==> src/rtl/cpu.sv <==
// Program-1 fixed-function core: reciprocal q = floor(32768 / d) of a 16-bit divisor
// held big-endian in DM1.Core, result written back big-endian, completion flagged on Ack.

module cpu_dm #(
  parameter int unsigned DM_DEPTH = 256,
  parameter int unsigned AW       = 8
) (
  input  logic          Clk,
  input  logic          we_i,
  input  logic [AW-1:0] waddr_i,
  input  logic [7:0]    wdata_i,
  input  logic [AW-1:0] raddr_a_i,
  input  logic [AW-1:0] raddr_b_i,
  output logic [7:0]    rdata_a_o,
  output logic [7:0]    rdata_b_o
);

  // Contents survive reset; the host preloads operands hierarchically.
  logic [7:0] Core [0:DM_DEPTH-1];

  always_ff @(posedge Clk) begin
    if (we_i) Core[waddr_i] <= wdata_i;
  end

  assign rdata_a_o = Core[raddr_a_i];
  assign rdata_b_o = Core[raddr_b_i];

endmodule

module cpu #(
  parameter int unsigned DM_DEPTH = 256,
  parameter int unsigned DIV_ADDR = 8,
  parameter int unsigned RES_ADDR = 10
) (
  input  logic Clk,
  input  logic Reset,
  input  logic Start,
  output logic Ack
);

  localparam int unsigned AW = $clog2(DM_DEPTH);
  localparam logic [AW-1:0] DIV_HI_A = AW'(DIV_ADDR);
  localparam logic [AW-1:0] DIV_LO_A = AW'(DIV_ADDR + 1);
  localparam logic [AW-1:0] RES_HI_A = AW'(RES_ADDR);
  localparam logic [AW-1:0] RES_LO_A = AW'(RES_ADDR + 1);

  typedef enum logic [2:0] {
    S_IDLE,
    S_LOAD,
    S_DIV,
    S_STORE_HI,
    S_STORE_LO,
    S_DONE
  } state_e;

  state_e      state_q, state_d;
  logic        start_prev_q;
  logic        ack_q;
  logic [15:0] div_q, div_d;
  logic [15:0] dvd_q, dvd_d;
  logic [15:0] quo_q, quo_d;
  logic [16:0] rem_q, rem_d;
  logic [3:0]  cnt_q, cnt_d;

  logic [16:0] rem_sh;
  logic [15:0] result;
  logic        mem_we;
  logic [AW-1:0] mem_waddr;
  logic [7:0]  mem_wdata;
  logic [7:0]  div_hi, div_lo;

  cpu_dm #(
    .DM_DEPTH(DM_DEPTH),
    .AW      (AW)
  ) DM1 (
    .Clk      (Clk),
    .we_i     (mem_we),
    .waddr_i  (mem_waddr),
    .wdata_i  (mem_wdata),
    .raddr_a_i(DIV_HI_A),
    .raddr_b_i(DIV_LO_A),
    .rdata_a_o(div_hi),
    .rdata_b_o(div_lo)
  );

  // State and datapath registers
  always_ff @(posedge Clk or negedge Reset) begin
    if (!Reset) begin
      state_q      <= S_IDLE;
      start_prev_q <= 1'b0;
      ack_q        <= 1'b0;
      div_q        <= '0;
      dvd_q        <= '0;
      quo_q        <= '0;
      rem_q        <= '0;
      cnt_q        <= '0;
    end else begin
      state_q      <= state_d;
      start_prev_q <= Start;
      // Ack is registered so it lands one edge after the final store and drops with DONE's exit.
      ack_q        <= (state_q == S_DONE) && (state_d == S_DONE);
      div_q        <= div_d;
      dvd_q        <= dvd_d;
      quo_q        <= quo_d;
      rem_q        <= rem_d;
      cnt_q        <= cnt_d;
    end
  end

  // Next-state logic
  always_comb begin
    state_d = state_q;
    unique case (state_q)
      S_IDLE:     if (start_prev_q && !Start) state_d = S_LOAD;
      S_LOAD:     state_d = S_DIV;
      S_DIV:      if (cnt_q == 4'd15) state_d = S_STORE_HI;
      S_STORE_HI: state_d = S_STORE_LO;
      S_STORE_LO: state_d = S_DONE;
      S_DONE:     if (Start) state_d = S_IDLE;
      default:    state_d = S_IDLE;
    endcase
  end

  // Restoring division: shift in next dividend bit, subtract divisor when it fits.
  assign rem_sh = {rem_q[15:0], dvd_q[15]};

  always_comb begin
    div_d = div_q;
    dvd_d = dvd_q;
    quo_d = quo_q;
    rem_d = rem_q;
    cnt_d = cnt_q;
    unique case (state_q)
      S_LOAD: begin
        div_d = {div_hi, div_lo};
        dvd_d = 16'h8000;
        quo_d = '0;
        rem_d = '0;
        cnt_d = '0;
      end
      S_DIV: begin
        dvd_d = {dvd_q[14:0], 1'b0};
        cnt_d = cnt_q + 4'd1;
        if (rem_sh >= {1'b0, div_q}) begin
          rem_d = rem_sh - {1'b0, div_q};
          quo_d = {quo_q[14:0], 1'b1};
        end else begin
          rem_d = rem_sh;
          quo_d = {quo_q[14:0], 1'b0};
        end
      end
      default: ;
    endcase
  end

  // Divide-by-zero yields the 0x0001 sentinel; the loop still runs for fixed latency.
  assign result = (div_q == '0) ? 16'h0001 : quo_q;

  // Output logic
  always_comb begin
    mem_we    = 1'b0;
    mem_waddr = RES_HI_A;
    mem_wdata = result[15:8];
    unique case (state_q)
      S_STORE_HI: begin
        mem_we    = 1'b1;
        mem_waddr = RES_HI_A;
        mem_wdata = result[15:8];
      end
      S_STORE_LO: begin
        mem_we    = 1'b1;
        mem_waddr = RES_LO_A;
        mem_wdata = result[7:0];
      end
      default: ;
    endcase
  end

  assign Ack = ack_q;

endmodule

==> config.mk <==
export PLATFORM = sky130hd
export DESIGN_NAME = cpu
export DESIGN_NICKNAME = d
export VERILOG_FILES = /design/src/rtl/cpu.sv
export SDC_FILE = /design/constraint.sdc
export NUM_CORES = 1
export LEC_CHECK = 0
export CAP_MARGIN = 20
export CORE_AREA = 8 8 45 47
export CTS_BUF_LIST = sky130_fd_sc_hd__clkbuf_8 sky130_fd_sc_hd__clkbuf_16
export DETAILED_ROUTE_END_ITERATION = 7
export DIE_AREA = 0 0 53 55
export PLACE_DENSITY_LB_ADDON = 0.25
export SYNTH_ARGS = -nofsm -noshare
export SYNTH_HDL_FRONTEND = slang
export SYNTH_SLANG_ARGS = --single-unit
==> constraint.sdc <==
create_clock -name Clk -period 2.2 [get_ports Clk]
set_input_delay 0.44 -clock Clk [delete_from_list [all_inputs] [get_ports Clk]]
set_output_delay 0.44 -clock Clk [all_outputs]
set_load 0.03 [all_outputs]
# [After elaboration in Yosys (flattened, before gate mapping)]
# Index checks and enable logic that the tools add are counted.
# W data, S select, Z words.
[totals] ff_bits=9 word_cells=22 output_inout_bits=1
[op_classes] muxes=5 reduce_logical=5 addsub=1 eq_ne=7
[op_table] cell="$pmux W3 S6" count=1
[op_table] cell="$eq A3 B3 Y1 const B" count=3
[op_table] cell="$mux W3" count=3
[op_table] cell="$pmux W4 S2" count=1
[op_table] cell="$eq A3 B2 Y1 const B" count=2
[op_table] cell="$add A4 B1 Y4 const B" count=1
[op_table] cell="$eq A4 B4 Y1 const B" count=1
[op_table] cell="$eq A3 B1 Y1 const B" count=1
[op_table] cell="$logic_not A3 Y1" count=1
[op_table] cell="$logic_and A1 B1 Y1" count=2
[op_table] cell="$reduce_bool A2 Y1" count=1
[op_table] cell="$logic_not A1 Y1" count=1

# [Logic depth before layout (Yosys ltp)]
[logic_depth] depth_word=6 mapped_depth=4 mapped_depth_nobuf=4

# [Least setup slack after synthesis]
# Ideal clock, no wire load.
[synth_timing] kind="flip-flop to flip-flop" start="reg cnt_q[0]" end="reg cnt_q[2]" arrival_time_ps=923 n_path_buf=0 slack_ps=1154 required_time_ps=2076 path_stages_with_launch=5 synth_period_minus_slack_ps=1046 cell_sequence="dfrtp_1 -> ha_1 -> nor2b_1 -> a22oi_1 -> o2bb2ai_1"
[synth_via] elab_chain_len=2
[synth_rtl] item="start: declaration" line_no="63" source="logic [3:0] cnt_q, cnt_d;"
[synth_rtl] item="start signal: assignment" line_no="106" source="cnt_q <= cnt_d;"
[synth_rtl] item="$add A4 B1 Y4" line_no="143" source="cnt_d = cnt_q + 4'd1;"
[synth_rtl] item="$pmux W4 S2" line_no="133" source="unique case (state_q)"
# No other way between the ends.
# A chain may end at the register's enable or synchronous reset.

# [Final worst setup path]
[layout_timing] start="reg ack_q (netlist: Ack)" end="out Ack"
[layout_rtl] item="start: declaration" line_no="58" source="logic ack_q;"
[layout_rtl] item="start signal: assignment" line_no="101" source="ack_q <= (state_q == S_DONE) && (state_d == S_DONE);"
[layout_rtl] item="end: declaration" line_no="38" source="output logic Ack"
# No word-level cell between the ends.

==> metrics.md <==
| Metric | Value |
|---|---|
| Switching Fraction | 0.3685 |
| Fin util | 0.3834 |
| Layout cells sized above 1 | 0.1224 |
| Crit path buffers/inverters | 1 |
| Number of post-CTS setup repair buffers | 0 |
| Synthesized area | approximately 460 um^2 |
| CP Capture Type | primary output |
| CP Data Required Time | about 1.8 ns |
| Most common cell after layout, fill and taps aside | dfrtp_1 |
| Post-DRT Antenna Nets | 0 |
| Main flop type after synthesis | dfrtp_1 |
| Max Used Layer | met4 |
| Tcrit/Tclk final | 0.7494 |
| Startpoint types | flop |
| First-pass GRT wire length | approximately 1.4 mm |
| CTS H-tree lvls | 1 |
| Core area | 1384 um^2 |
| Area Growth Syn to Fin | 14.91% |
| Synth warn | 0 |
| Sw Pwr | approximately 0.26 mW |
| RSZ-0062 raised after global routing | no |
| # setup viols final | 0 |
| CP delay by family, top | buffers and inverters |
| Clock tree sinks | 9 |
| Vias in the first global route | 313 |
| EDFF count, synth | 0 |
| Die width | between 50 and 60 um |
| Max-cap violations | 0 |
| DRT iter0 DRCs | 3 |
| Gr ovfl total | 0 |
| P_int | around 0.45 mW |
| Largest net degree at the start of global routing | 15 |
| GP Congestion | around 0.77 |
| Number of synthesized register bits | 9 |
| Final Hold Fails | 0 |
| Layout Nets | 54 |
| Syn Inst Count | between 40 and 50 |
| Asr flop ratio synth | 1.000 |
| Relative slew slack | 0.7098 |
| Antenna diodes | 0 |
| Final wirelength | 862 um |
| Antenna violations before repair | 0 |
| FMAX | a little over 600 MHz |
| HP Class | input pin to async pin |
| Most frequent cells in the layout | 9 x dfrtp_1, 5 x o21ai_1, 4 x nor2_1 |
| Max stage delay on crit path | between 0.6 and 0.7 ns |
| CTS tree | done |
| Initial core utilization | 0.3336 |
| Sequential cell area fraction in the yosys report | 0.4878 |
| Overall power | 0.7166 mW |
| Combinational power share | 0.300 |
| GRT Resource Usage Total | 0.06931 |
| Maximum VDD drop | roughly 0.63 mV |
| Setup_tns | 0 ns |
| Max-slew violation count | 0 |
| Vias | 338 |
| Clk root buf | clkbuf_8 |
| Reg2reg setup slack | approximately 1.1 ns |
| Post-CTS Resized | 0 |
| Metal-1 WL | 421 um |
| Worst path slowest cell | clkdlybuf4s50_1 |
| Row cnt | 14 |
| Vias/cell | about 5.2 |
| Drt wl/cell | roughly 13 um |
| Mapped Nets | 49 |
| Top-Level Pins | 4 |
| Clk network pwr share | 0.262 |
| Power Density | approximately 1400 nW/um^2 |
| Leak | 0.2310 nW |
| Syn avg cell area | between 10 and 15 um^2 |
| Sequential Power Share | 0.439 |
| Worst-margin pin slew | 0.4352 ns |
| Yosys cell types | 24 |
| Clk Latency, worst-skew pair | approximately 0.23 ns |
| Worst-path maximum fanout | 1 |
| DR WL met3 | 40 um |
| Port Buf Inserts | 3 |
| Crit path kind | flop to primary output |
| Cts bufs inserted | 3 |
| CTS Hold Bufs | 0 |
| Die area | slightly below 3000 um^2 |
| Clk pin slew, worst setup/hold paths | 0.04 ns |
| Post-DP HPWL | between 600 and 700 um |
| Min cycle time layout | 1.649 ns |
| Routed wl met2 | roughly 380 um |
| Worst Clk Skew | approximately 0.00045 ns |
| Critical path, cell by cell | clkdlybuf4s50_1 |
| Worst Path Arrival | approximately 1.2 ns |
| Residual DRC | 0 |
| DRT Pass-1 Iters | 4 |
| Max Buffers Root-to-Sink | 2 |
| Status | finished, final reports clean |
| Die Span Y | between 50 and 60 um |
[power by group through the flow]
stage / clock network [mW] / registers [mW] / logic, mW
after global routing: 0.206 / 0.325 / 0.238
after detailed placement: 0 / 0.316 / 0.215
after global placement: 0 / 0.317 / 0.214
after CTS: 0.190 / 0.313 / 0.216
after floorplan: 0 / 0.260 / 0.250
final: 0.188 / 0.314 / 0.215
[metrics by stage]
step	cell area, um^2	worst slack [ns]	hold slack [ns]	std cells
final	530.5	0.5512	0.5044	65
after global routing	530.5	0.5260	0.5475	65
after CTS	530.5	0.5445	0.5236	65
after detailed placement	485.5	0.7472	0.5407	61
after global placement	485.5	0.7799	0.5315	61
after floorplan	461.7	1.154	0.1444	45
[Yosys cell counts (2+ instances only)]
master / count / area (um^2)
o21ai_1: 5 / 25.02
a21oi_1: 2 / 10.01
buf_4: 2 / 15.01
a22oi_1: 3 / 22.52
o21ai_0: 2 / 10.01
nor2b_1: 2 / 12.51
dfrtp_1: 9 / 225.2
nor2_1: 4 / 15.01
[area by class of cell]
class	instances	area, um^2
clock buffer	3	41.29
clock inverter	1	3.754
fill	139	853.3
inverter	1	3.754
multi-input combinational	32	206.4
sequential	9	225.2
tap	16	20.02
timing repair buffer	3	30.03
[per-layer routing]
| metal | vias to the layer above | GRT usage |
|---|---|---|
| li1 | 173 | - |
| met4 | 0 | 0.06466 |
| met2 | 7 | 0.09570 |
| met1 | 155 | 0.08050 |
| met3 | 3 | 0.02674 |
| met5 | - | 0 |
[logic make-up after synthesis]
kind of cell	synth area share
compound gates	0.2195
xor+xnor	0.01897
fa+ha+maj	0.02710
buf+inv	0.06502
flops	0.4878
simple gates	0.1816
[worst paths after layout]
path / from / to / cells after the start
worst max-delay path: Ack$_DFF_PN0_ / Ack / 1
worst min register to register: cnt_q[1]$_DFFE_PN0P_ / cnt_q[1]$_DFFE_PN0P_ / 2
worst min-delay path: Reset / start_prev_q$_DFF_PN0_ / 1
max in group asynchronous: Reset / state_q[2]$_DFF_PN0_ / 1
worst max register to register: state_q[2]$_DFF_PN0_ / cnt_q[3]$_DFFE_PN0P_ / 3
min in group Clk: cnt_q[1]$_DFFE_PN0P_ / cnt_q[1]$_DFFE_PN0P_ / 2
[flip-flops by register name, indices dropped and copies added, names as in the netlist]
| register | flops |
|---|---|
| start_prev_q | 1 |
| Ack | 1 |
| state_q | 3 |
| cnt_q | 4 |
No activity file was read; power rests on OpenSTA's default activity.
==> RTL change: new RTL, config.mk and constraints unchanged <==
The 6 states of `state_e` get a Gray code encoding in 3 bits.
--- a/src/rtl/cpu.sv
+++ b/src/rtl/cpu.sv
@@ -45,12 +45,12 @@
   localparam logic [AW-1:0] RES_LO_A = AW'(RES_ADDR + 1);
 
   typedef enum logic [2:0] {
-    S_IDLE,
-    S_LOAD,
-    S_DIV,
-    S_STORE_HI,
-    S_STORE_LO,
-    S_DONE
+    S_IDLE     = 3'b000,
+    S_LOAD     = 3'b001,
+    S_DIV      = 3'b011,
+    S_STORE_HI = 3'b010,
+    S_STORE_LO = 3'b110,
+    S_DONE     = 3'b111
   } state_e;
 
   state_e      state_q, state_d;
Check against the original RTL: no difference found for any inputs over 10 cycles, from zero or initial values and one cycle with Reset low; not proved beyond that.
==> RTL change against the original RTL <==
- final area decreased by 9.2%
- total power decreased by 2.4%
- global-route usage decreased by 0.60 points
- area after synthesis decreased by 13%
- sequential cell count unchanged
- setup slack improved by 0.0092 ns
- clock skew about the same
- routed wire length decreased by 10%
- largest power group unchanged
==> RTL change: results (changes against the original RTL) <==
{| class="wikitable"
! Metric !! Value
|-
| Run status || finished clean
|-
| Top cells by area, synth || sky130_fd_sc_hd__dfrtp_1, sky130_fd_sc_hd__nand2b_1, sky130_fd_sc_hd__nand2_1
|-
| Crit-path slowest cell || sky130_fd_sc_hd__clkdlybuf4s50_1
|-
| Delay-heaviest family, CP || buffers and inverters
|-
| Number of I/O port buffers || 3 (unchanged)
|-
| Depth of the CTS H-tree || 1 (unchanged)
|-
| DRT Pass-1 Iters || 4 (unchanged)
|-
| Number of global-route vias before repair || 314 (+0.32%)
|-
| Placed cell count || 56 (-8.2%)
|-
| Transition time at the pin with the least slew margin || 0.3984 ns (-0.03684 ns)
|-
| Clock-pin slew reported for the worst setup and hold paths after clock tree synthesis || 0.04 ns (about the same)
|-
| Met3 track demand over resource in global routing || 4.278% (+1.6 points)
|-
| Post-place setup slack || 0.7020 ns (-0.04515 ns)
|-
| Slack of the worst reg-to-reg path || 0.80 ns (-0.26 ns)
|-
| Total number of vias || 305 (-9.8%)
|-
| Initial antenna violation count || 0 (unchanged)
|-
| Worst IR drop on VDD || 0.5064 mV (-20%)
|-
| Registers with the most flip-flops || cnt_q x4, state_q x3
|-
| TritonCTS Buffers || 3 (unchanged)
|-
| Maximum fanout count along the critical path || 1 (unchanged)
|-
| Met2 usage in global routing || 10.55% (+0.98 points)
|-
| Number of distinct standard cells referenced by the synthesized netlist || 16 (-33%)
|-
| GP Congestion || 0.6098 (-20%)
|-
| Routed WL || 773 µm (-10%)
|-
| Number of diodes added for antenna fixing || 0 (unchanged)
|-
| Syn Nets || 43 (-12%)
|-
| PostCTS Resize Cnt || 0 (unchanged)
|-
| Global-route wire length before repair || 1.290 mm (-8.8%)
|-
| Total track usage || 6.333% (-0.60 points)
|-
| Fillcell total || 148 (+6.5%)
|-
| Share of layout cells above drive strength 1 || 6.818% (-5.4 points)
|-
| Synth cell count leaders || sky130_fd_sc_hd__dfrtp_1, sky130_fd_sc_hd__nand2_1, sky130_fd_sc_hd__nand2b_1, sky130_fd_sc_hd__nand3_1, sky130_fd_sc_hd__o21ai_0
|-
| Pin count of the biggest net entering global routing || 11 (-4)
|-
| Seq/Total Area, Yosys || 56.07% (+7.3 points)
|-
| Total half-perimeter wirelength after legalization and detailed placement || 565.1 µm (-7.6%)
|-
| Root cell of the clock tree || sky130_fd_sc_hd__clkbuf_8
|-
| Average instance area after synthesis || 10.30 µm² (+0.38%)
|-
| Worst flop-to-flop path startpoint || state_q[2]$_DFF_PN0_
|-
| Leak Pwr || 0.0002135 µW (-7.6%)
|-
| Met1 track demand over resource in global routing || 5.590% (-2.5 points)
|-
| Wirelength per Cell || 12.88 µm (-2.9%)
|-
| Net count reported at finish || 49 (-9.3%)
|-
| Initial detailed-routing violation count || 2 (-1)
|-
| Worst flop-to-flop path endpoint || cnt_q[3]$_DFFE_PN0P_
|-
| Clock Skew || 0.0005150 ns (+0.00006471 ns)
|-
| Maximum count of clock buffers along a single path || 2 (unchanged)
|}
-- RTL change: layout make-up --
cell class,count,area [µm²],share of cell area (%)
Clock buffer,3,41.29,8.571
Multi-Input combinational cell,28,161.4,33.51
Timing Repair Buffer,3,30.03,6.234
Tap cell,16,20.02,4.156
Clock inverter,1,3.754,0.7792
Sequential cell,9,225.2,46.75
-- RTL change: metrics by stage --
step                      hold WS, ns  area (µm²)  util (%)
after global routing           0.5266       481.7     34.81
after floorplan                0.1444       401.6         -
after detailed placement       0.5191       436.7     31.56
final                          0.5058       481.7     34.81
after global placement         0.4710       436.7     31.56
after CTS                      0.5215       481.7     34.81
-- RTL change: worst max path at each step --
stage	startpoint	to	slack (ns)
after detailed placement	Start	state_q[0]$_DFF_PN0_	0.70
final	Ack$_DFF_PN0_	Ack	0.56
after CTS	Ack$_DFF_PN0_	Ack	0.55
after global routing	Ack$_DFF_PN0_	Ack	0.53
after global placement	Ack$_DFF_PN0_	Ack	0.79
after floorplan	state_q[2]$_DFF_PN0_	cnt_q[3]$_DFFE_PN0P_	0.91
-- RTL change: routing by layer --
layer  vias up  part of all wire (%)
met5         -                     0
met3         2                   7.1
met4         0                   1.3
met2         5                    49
met1       152                    43
li1        146                     -
-- RTL change: kinds of logic (layout without fill, tap and decap cells) --
group           after synthesis  in the layout  share of synthesized area (%)
buf+inv                       2              7                          3.737
compound gates                7              7                          10.90
fa+ha+maj                     1              1                          3.115
flops                         9              9                          56.08
simple gates                 20             20                          26.17
-- RTL change: where the power goes --
| group | switching, µW | internal [µW] |
|---|---|---|
| clock | 62.5 | 121 |
| combinational | 108 | 92.0 |
| sequential | 81.5 | 234 |
